==> config.mk <==
export PLATFORM = sky130hd
export DESIGN_NAME = parking_gate_detector
export DESIGN_NICKNAME = d
export VERILOG_FILES = /design/src/rtl/parking_gate_detector.sv
export SDC_FILE = /design/constraint.sdc
export NUM_CORES = 1
export LEC_CHECK = 0
export CAP_MARGIN = 25
export CORE_MARGIN = 8
export CORE_UTILIZATION = 54
export DETAILED_ROUTE_END_ITERATION = 16
export DONT_BUFFER_PORTS = 1
export GPL_ROUTABILITY_DRIVEN = 0
export PLACE_DENSITY = 0.76
export SKIP_CTS_REPAIR_TIMING = 1
export SYNTH_ARGS = -nofsm -noshare
export SYNTH_HDL_FRONTEND = slang
export SYNTH_SLANG_ARGS = --single-unit
==> constraint.sdc <==
create_clock -name clk -period 3.44 [get_ports clk]
set_input_delay 0.688 -clock clk [delete_from_list [all_inputs] [get_ports clk]]
set_output_delay 0.688 -clock clk [all_outputs]
set_load 0.05 [all_outputs]
==> src/rtl/parking_gate_detector.sv <==
// Gate-side entry/exit detector: synchronizes and debounces two beam sensors, then emits inc/dec/err pulses.
// Optional stall timer is enabled by defining GATE_TIMEOUT_EN.
module parking_gate_detector #(
   parameter int SYNC_STAGES = 2,
   parameter int DEBOUNCE    = 4,
   parameter int TIMEOUT     = 1000
) (
   input  logic clk,
   input  logic reset,
   input  logic sens_a,
   input  logic sens_b,
   output logic inc,
   output logic dec,
   output logic err,
   output logic busy
);

   localparam int CNT_W = $clog2(DEBOUNCE + 1);
   localparam logic [CNT_W-1:0] CNT_MAX = CNT_W'(DEBOUNCE - 1);

   typedef enum logic [2:0] {
      IDLE, EN1, EN2, EN3, EX1, EX2, EX3, WAIT_CLR
   } state_t;

   logic [SYNC_STAGES-1:0] sync_a_q, sync_b_q;
   logic [1:0]             s;
   logic [1:0]             cand_q, filt_q;
   logic [CNT_W-1:0]       cnt_q;
   state_t                 state_q, state_d;
   logic                   inc_q, dec_q, err_q, busy_q;
   logic                   inc_d, dec_d, err_d;
   logic                   in_path;

   always_ff @(posedge clk) begin
      if (reset) begin
         sync_a_q <= '0;
         sync_b_q <= '0;
      end else begin
         sync_a_q <= {sync_a_q[SYNC_STAGES-2:0], sens_a};
         sync_b_q <= {sync_b_q[SYNC_STAGES-2:0], sens_b};
      end
   end

   assign s = {sync_a_q[SYNC_STAGES-1], sync_b_q[SYNC_STAGES-1]};

   // Accept a sensor pair only after it has been stable for DEBOUNCE cycles
   always_ff @(posedge clk) begin
      if (reset) begin
         cand_q <= 2'b00;
         filt_q <= 2'b00;
         cnt_q  <= '0;
      end else if (s != cand_q) begin
         cand_q <= s;
         cnt_q  <= '0;
      end else if (cnt_q == CNT_MAX) begin
         filt_q <= cand_q;
      end else begin
         cnt_q <= cnt_q + 1'b1;
      end
   end

   assign in_path = (state_q != IDLE) && (state_q != WAIT_CLR);

`ifdef GATE_TIMEOUT_EN
   localparam int TMR_W = $clog2(TIMEOUT + 1);
   localparam logic [TMR_W-1:0] TMR_MAX = TMR_W'(TIMEOUT - 1);
   logic [TMR_W-1:0] tmr_q;
   logic             stall;

   assign stall = in_path && (tmr_q == TMR_MAX);

   always_ff @(posedge clk) begin
      if (reset || (state_d != state_q)) begin
         tmr_q <= '0;
      end else if (in_path) begin
         tmr_q <= tmr_q + 1'b1;
      end
   end
`else
   logic stall;
   assign stall = 1'b0;
`endif

   always_comb begin
      state_d = state_q;
      inc_d   = 1'b0;
      dec_d   = 1'b0;
      err_d   = 1'b0;
      case (state_q)
         IDLE: begin
            case (filt_q)
               2'b10:   state_d = EN1;
               2'b01:   state_d = EX1;
               2'b11:   begin state_d = WAIT_CLR; err_d = 1'b1; end
               default: state_d = IDLE;
            endcase
         end
         EN1: begin
            case (filt_q)
               2'b10:   state_d = EN1;
               2'b11:   state_d = EN2;
               2'b00:   state_d = IDLE;
               default: err_d = 1'b1;
            endcase
         end
         EN2: begin
            case (filt_q)
               2'b11:   state_d = EN2;
               2'b01:   state_d = EN3;
               2'b10:   state_d = EN1;
               default: err_d = 1'b1;
            endcase
         end
         EN3: begin
            case (filt_q)
               2'b01:   state_d = EN3;
               2'b00:   begin state_d = IDLE; inc_d = 1'b1; end
               2'b11:   state_d = EN2;
               default: err_d = 1'b1;
            endcase
         end
         EX1: begin
            case (filt_q)
               2'b01:   state_d = EX1;
               2'b11:   state_d = EX2;
               2'b00:   state_d = IDLE;
               default: err_d = 1'b1;
            endcase
         end
         EX2: begin
            case (filt_q)
               2'b11:   state_d = EX2;
               2'b10:   state_d = EX3;
               2'b01:   state_d = EX1;
               default: err_d = 1'b1;
            endcase
         end
         EX3: begin
            case (filt_q)
               2'b10:   state_d = EX3;
               2'b00:   begin state_d = IDLE; dec_d = 1'b1; end
               2'b11:   state_d = EX2;
               default: err_d = 1'b1;
            endcase
         end
         WAIT_CLR: begin
            if (filt_q == 2'b00) state_d = IDLE;
         end
         default: state_d = IDLE;
      endcase
      // Illegal path transitions and stalls both abandon the car without counting it
      if (err_d || (stall && (state_d == state_q))) begin
         err_d   = 1'b1;
         inc_d   = 1'b0;
         dec_d   = 1'b0;
         state_d = (filt_q == 2'b00) ? IDLE : WAIT_CLR;
      end
   end

   always_ff @(posedge clk) begin
      if (reset) begin
         state_q <= IDLE;
         inc_q   <= 1'b0;
         dec_q   <= 1'b0;
         err_q   <= 1'b0;
         busy_q  <= 1'b0;
      end else begin
         state_q <= state_d;
         inc_q   <= inc_d;
         dec_q   <= dec_d;
         err_q   <= err_d;
         busy_q  <= (state_d != IDLE);
      end
   end

   assign inc  = inc_q;
   assign dec  = dec_q;
   assign err  = err_q;
   assign busy = busy_q;

endmodule

==> results by group <==
Critical path
  • Flop-to-flop setup slack: ~1.4 ns
  • Startpoint Class: register
  • Worst setup path category: reg2reg
  • CP Max Fanout: 10
  • Worst Setup End Kind: register
  • CP arrival: 2.19 ns
  • CP peak stage delay: 0.52 ns
  • Reg2reg start: filt_q[0]$_SDFFE_PP0P_
  • Reg-to-reg endpoint: busy$_SDFF_PP0_
  • Reg2Reg Depth: 7
  • CP dominant cell by count: inv_1
  • Worst EP required: 3.60 ns
  • CP Cell Sequence: inv_1, ha_1, inv_1, nand3_1, a21oi_1, o41ai_2, a311oi_2
  • CP max stage cell: o41ai_2

Routing
  • M1 wire length: 865 microns
  • Drt wl/cell: 13.0 microns
  • Vias per std cell: between 5 and 6
  • Detailed-route via count: 813
  • Initial DRT Pass Iterations: 4
  • Initial detailed-routing violation count: 28
  • Routed length on met3: roughly 110 microns
  • Total Wirelength: approximately 1800 microns
  • Routed wl met2: 833 microns
  • Max Used Layer: met4
  • DR DRC count: 0
  • Antenna-violating nets left: 0

Die
  • Die area: 3660 sq um
  • Io pins: 8
  • Die height: around 61 microns
  • Num rows: 16
  • Core area: slightly below 2000 sq um
  • Chip Width: slightly above 60 microns
  • Initial Utilization: 55.7%

Cells and area
  • Layout cells sized above 1: 10.6%
  • Antenna diodes: 0
  • Area Growth Syn to Fin: 1.40%
  • Fin area: 1080 sq um
  • Area of the multi-input gates: 632 sq um
  • Sequential cell area: approximately 360 sq um
  • Nets: 127
  • Final non-filler cell total: 140
  • Fillers: 171

GRT
  • Vias in the first global route: just under 700
  • Largest net degree at the start of global routing: 21
  • Overflow after GRT: 0
  • Initial antenna violation count: 0
  • First-pass GRT wire length: 3120 microns
  • Gr usage total: between 10% and 20%

Logic synthesis
  • Asr flop ratio synth: 0%
  • EDFF count, synth: 0
  • Post-synthesis cell count: 117
  • Register area share after synthesis: 33.7%
  • Post-Syn Area: 1070 sq um
  • Top cell type's share of synthesized area: 33.7%
  • Distinct cells, synth: 36
  • Average size of a mapped cell: a little over 9 sq um
  • Synth top area cells: dfxtp_1, ha_1, a211oi_1
  • Syn_nets: 130
  • Synth top cells by count: dfxtp_1, nor2_1, ha_1
  • Number of synthesis warnings: 0
  • Most frequent cell after synthesis: dfxtp_1
  • FF+latch count, synth: 18
  • Post-synth top area cell: dfxtp_1
  • Most used DFF post-synth: dfxtp_1

Timing
  • Fmax: roughly 490 MHz
  • Clock skew: 0.000326 ns
  • Worst setup margin: around 1.4 ns
  • Worst slew pin tran: 0.620 ns
  • Final min period: just over 2 ns
  • Unrepaired setup endpoints after global routing: false
  • Slew Limit Fails: 0
  • Max_slew headroom: 58.6%
  • Fin. Hold Viols: 0
  • Final setup fails: 0
  • Final Cycle Share: 59.0%
  • Setup TNS: 0 ns

CTS
  • Clock H-tree levels: 1
  • Clock buffer depth: 2
  • Clock Latency Late Sink: 0.28 ns
  • Clock Tree Root: clkbuf_4
  • CTS tree: built
  • TritonCTS Buffers: 3
  • Worst-path clk slew: 0.10 ns
  • Clock sink count: 18

Power
  • Leak Pwr: 0.451 nW
  • Peak supply drop: 0.380 mV
  • Reg power frac: approximately half
  • Combinational share of power: 27.9%
  • Power density cells: 561 nW/um^2
  • Switching pwr: between 200 and 250 uW
  • Pint: approximately 390 uW
  • Clk pwr share: around a fifth
  • Sw Ratio: 36.6%

Worst hold path
  • Worst Hold End: sync_b_q[1]$_SDFF_PP0_
  • Hold path cells: 1
  • Min-Delay Startpoint: sync_b_q[0]$_SDFF_PP0_
  • Worst hold path type: reg2reg

Placed design
  • Dpl cells: 136
  • Dpl ws: 1.45 ns
  • DP HPWL: 1350 microns
  • Dpl cell area: 1050 sq um
  • Number of port buffers: 0

Status
  • Status: finished clean

Flow run
  • Max-Cap Viols: 0
==> state kept, by name, indices dropped and copies added, names as in the netlist <==
name	cells
inc	1
filt_q	2
sync_a_q	2
sync_b_q	2
dec	1
cand_q	2
cnt_q	3
err	1
state_q	3
busy	1
==> metrics by stage <==
stage	util (%)	hold WS, ns	total power, mW
6_report	56.4	0.455	0.608
5_1_grt	56.4	0.433	0.647
4_1_cts	56.4	0.449	0.610
3_5_place_dp	54.6	0.436	0.485
3_3_place_gp	54.6	0.424	0.484
2_1_floorplan	-	0.414	0.470
==> how the worst max path moves through the flow <==
stage | depth (start not counted) | start | slack (ns) | end
6_report | 7 | filt_q[0]$_SDFFE_PP0P_ | 1.41 | busy$_SDFF_PP0_
5_1_grt | 7 | filt_q[1]$_SDFFE_PP0P_ | 1.28 | busy$_SDFF_PP0_
4_1_cts | 7 | filt_q[0]$_SDFFE_PP0P_ | 1.44 | busy$_SDFF_PP0_
3_5_place_dp | 7 | filt_q[0]$_SDFFE_PP0P_ | 1.45 | busy$_SDFF_PP0_
3_3_place_gp | 7 | filt_q[0]$_SDFFE_PP0P_ | 1.49 | busy$_SDFF_PP0_
2_1_floorplan | 7 | filt_q[1]$_SDFFE_PP0P_ | 1.63 | busy$_SDFF_PP0_
==> worst max-delay path, delay by kind of cell, from the launching register on <==
kind	cells	cell delay [ns]
AO/OA/AOI/OAI	3	0.76
adder cells (fa/ha/maj)	1	0.39
flip-flops	1	0.36
buffers and inverters	2	0.28
AND/OR/NAND/NOR	1	0.11
==> area by class of cell <==
type | instances | share of cell area, %
inverter | 6 | 2.08
multi-input combinational | 85 | 58.2
tap | 27 | 3.11
sequential | 18 | 33.2
clock buffer | 4 | 3.34
==> metal layers <==
layer | up-vias | track usage (%)
met5 | - | 0
met4 | 0 | 3.99
met3 | 2 | 4.45
met2 | 23 | 16.0
met1 | 383 | 14.3
li1 | 405 | -
==> kinds of logic (layout without fill, tap and decap cells) <==
family | count (synthesis) | in the layout | share of synthesized area [%]
buffers and inverters | 14 | 10 | 7.25
xor gates and xnor gates | 3 | 3 | 2.46
adders and majority gates | 9 | 9 | 10.5
muxes | 5 | 5 | 5.15
AOI/OAI and AO/OA | 28 | 28 | 19.5
and+or+nand+nor | 40 | 40 | 21.4
DFF | 18 | 18 | 33.7
==> power by group through the flow <==
| stage | Clock, mW | Combinational [mW] | Sequential [mW] |
|---|---|---|---|
| after global placement | 0 | 0.165 | 0.319 |
| final | 0.126 | 0.169 | 0.313 |
| after floorplan | 0 | 0.185 | 0.285 |
| after detailed placement | 0 | 0.167 | 0.318 |
| after CTS | 0.128 | 0.169 | 0.313 |
| after global routing | 0.138 | 0.189 | 0.321 |
==> placed cells by master (no fill, tap or decap), types with 3 or more instances in the layout <==
cell      Yosys  layout
a211oi_1      6       6
a21oi_1       4       4
clkbuf_4      0       3
dfxtp_1      18      18
ha_1          9       9
inv_1         6       6
mux2i_1       4       4
nand2_1       3       3
nand3_1       3       3
nor2_1       12      12
nor2b_1       6       6
nor3_1        3       3
o21a_1        3       3
o21ai_0       3       3
o21ai_1       3       3
or3_1         3       3
xor2_1        3       3
(Power assumes the default switching activity.)
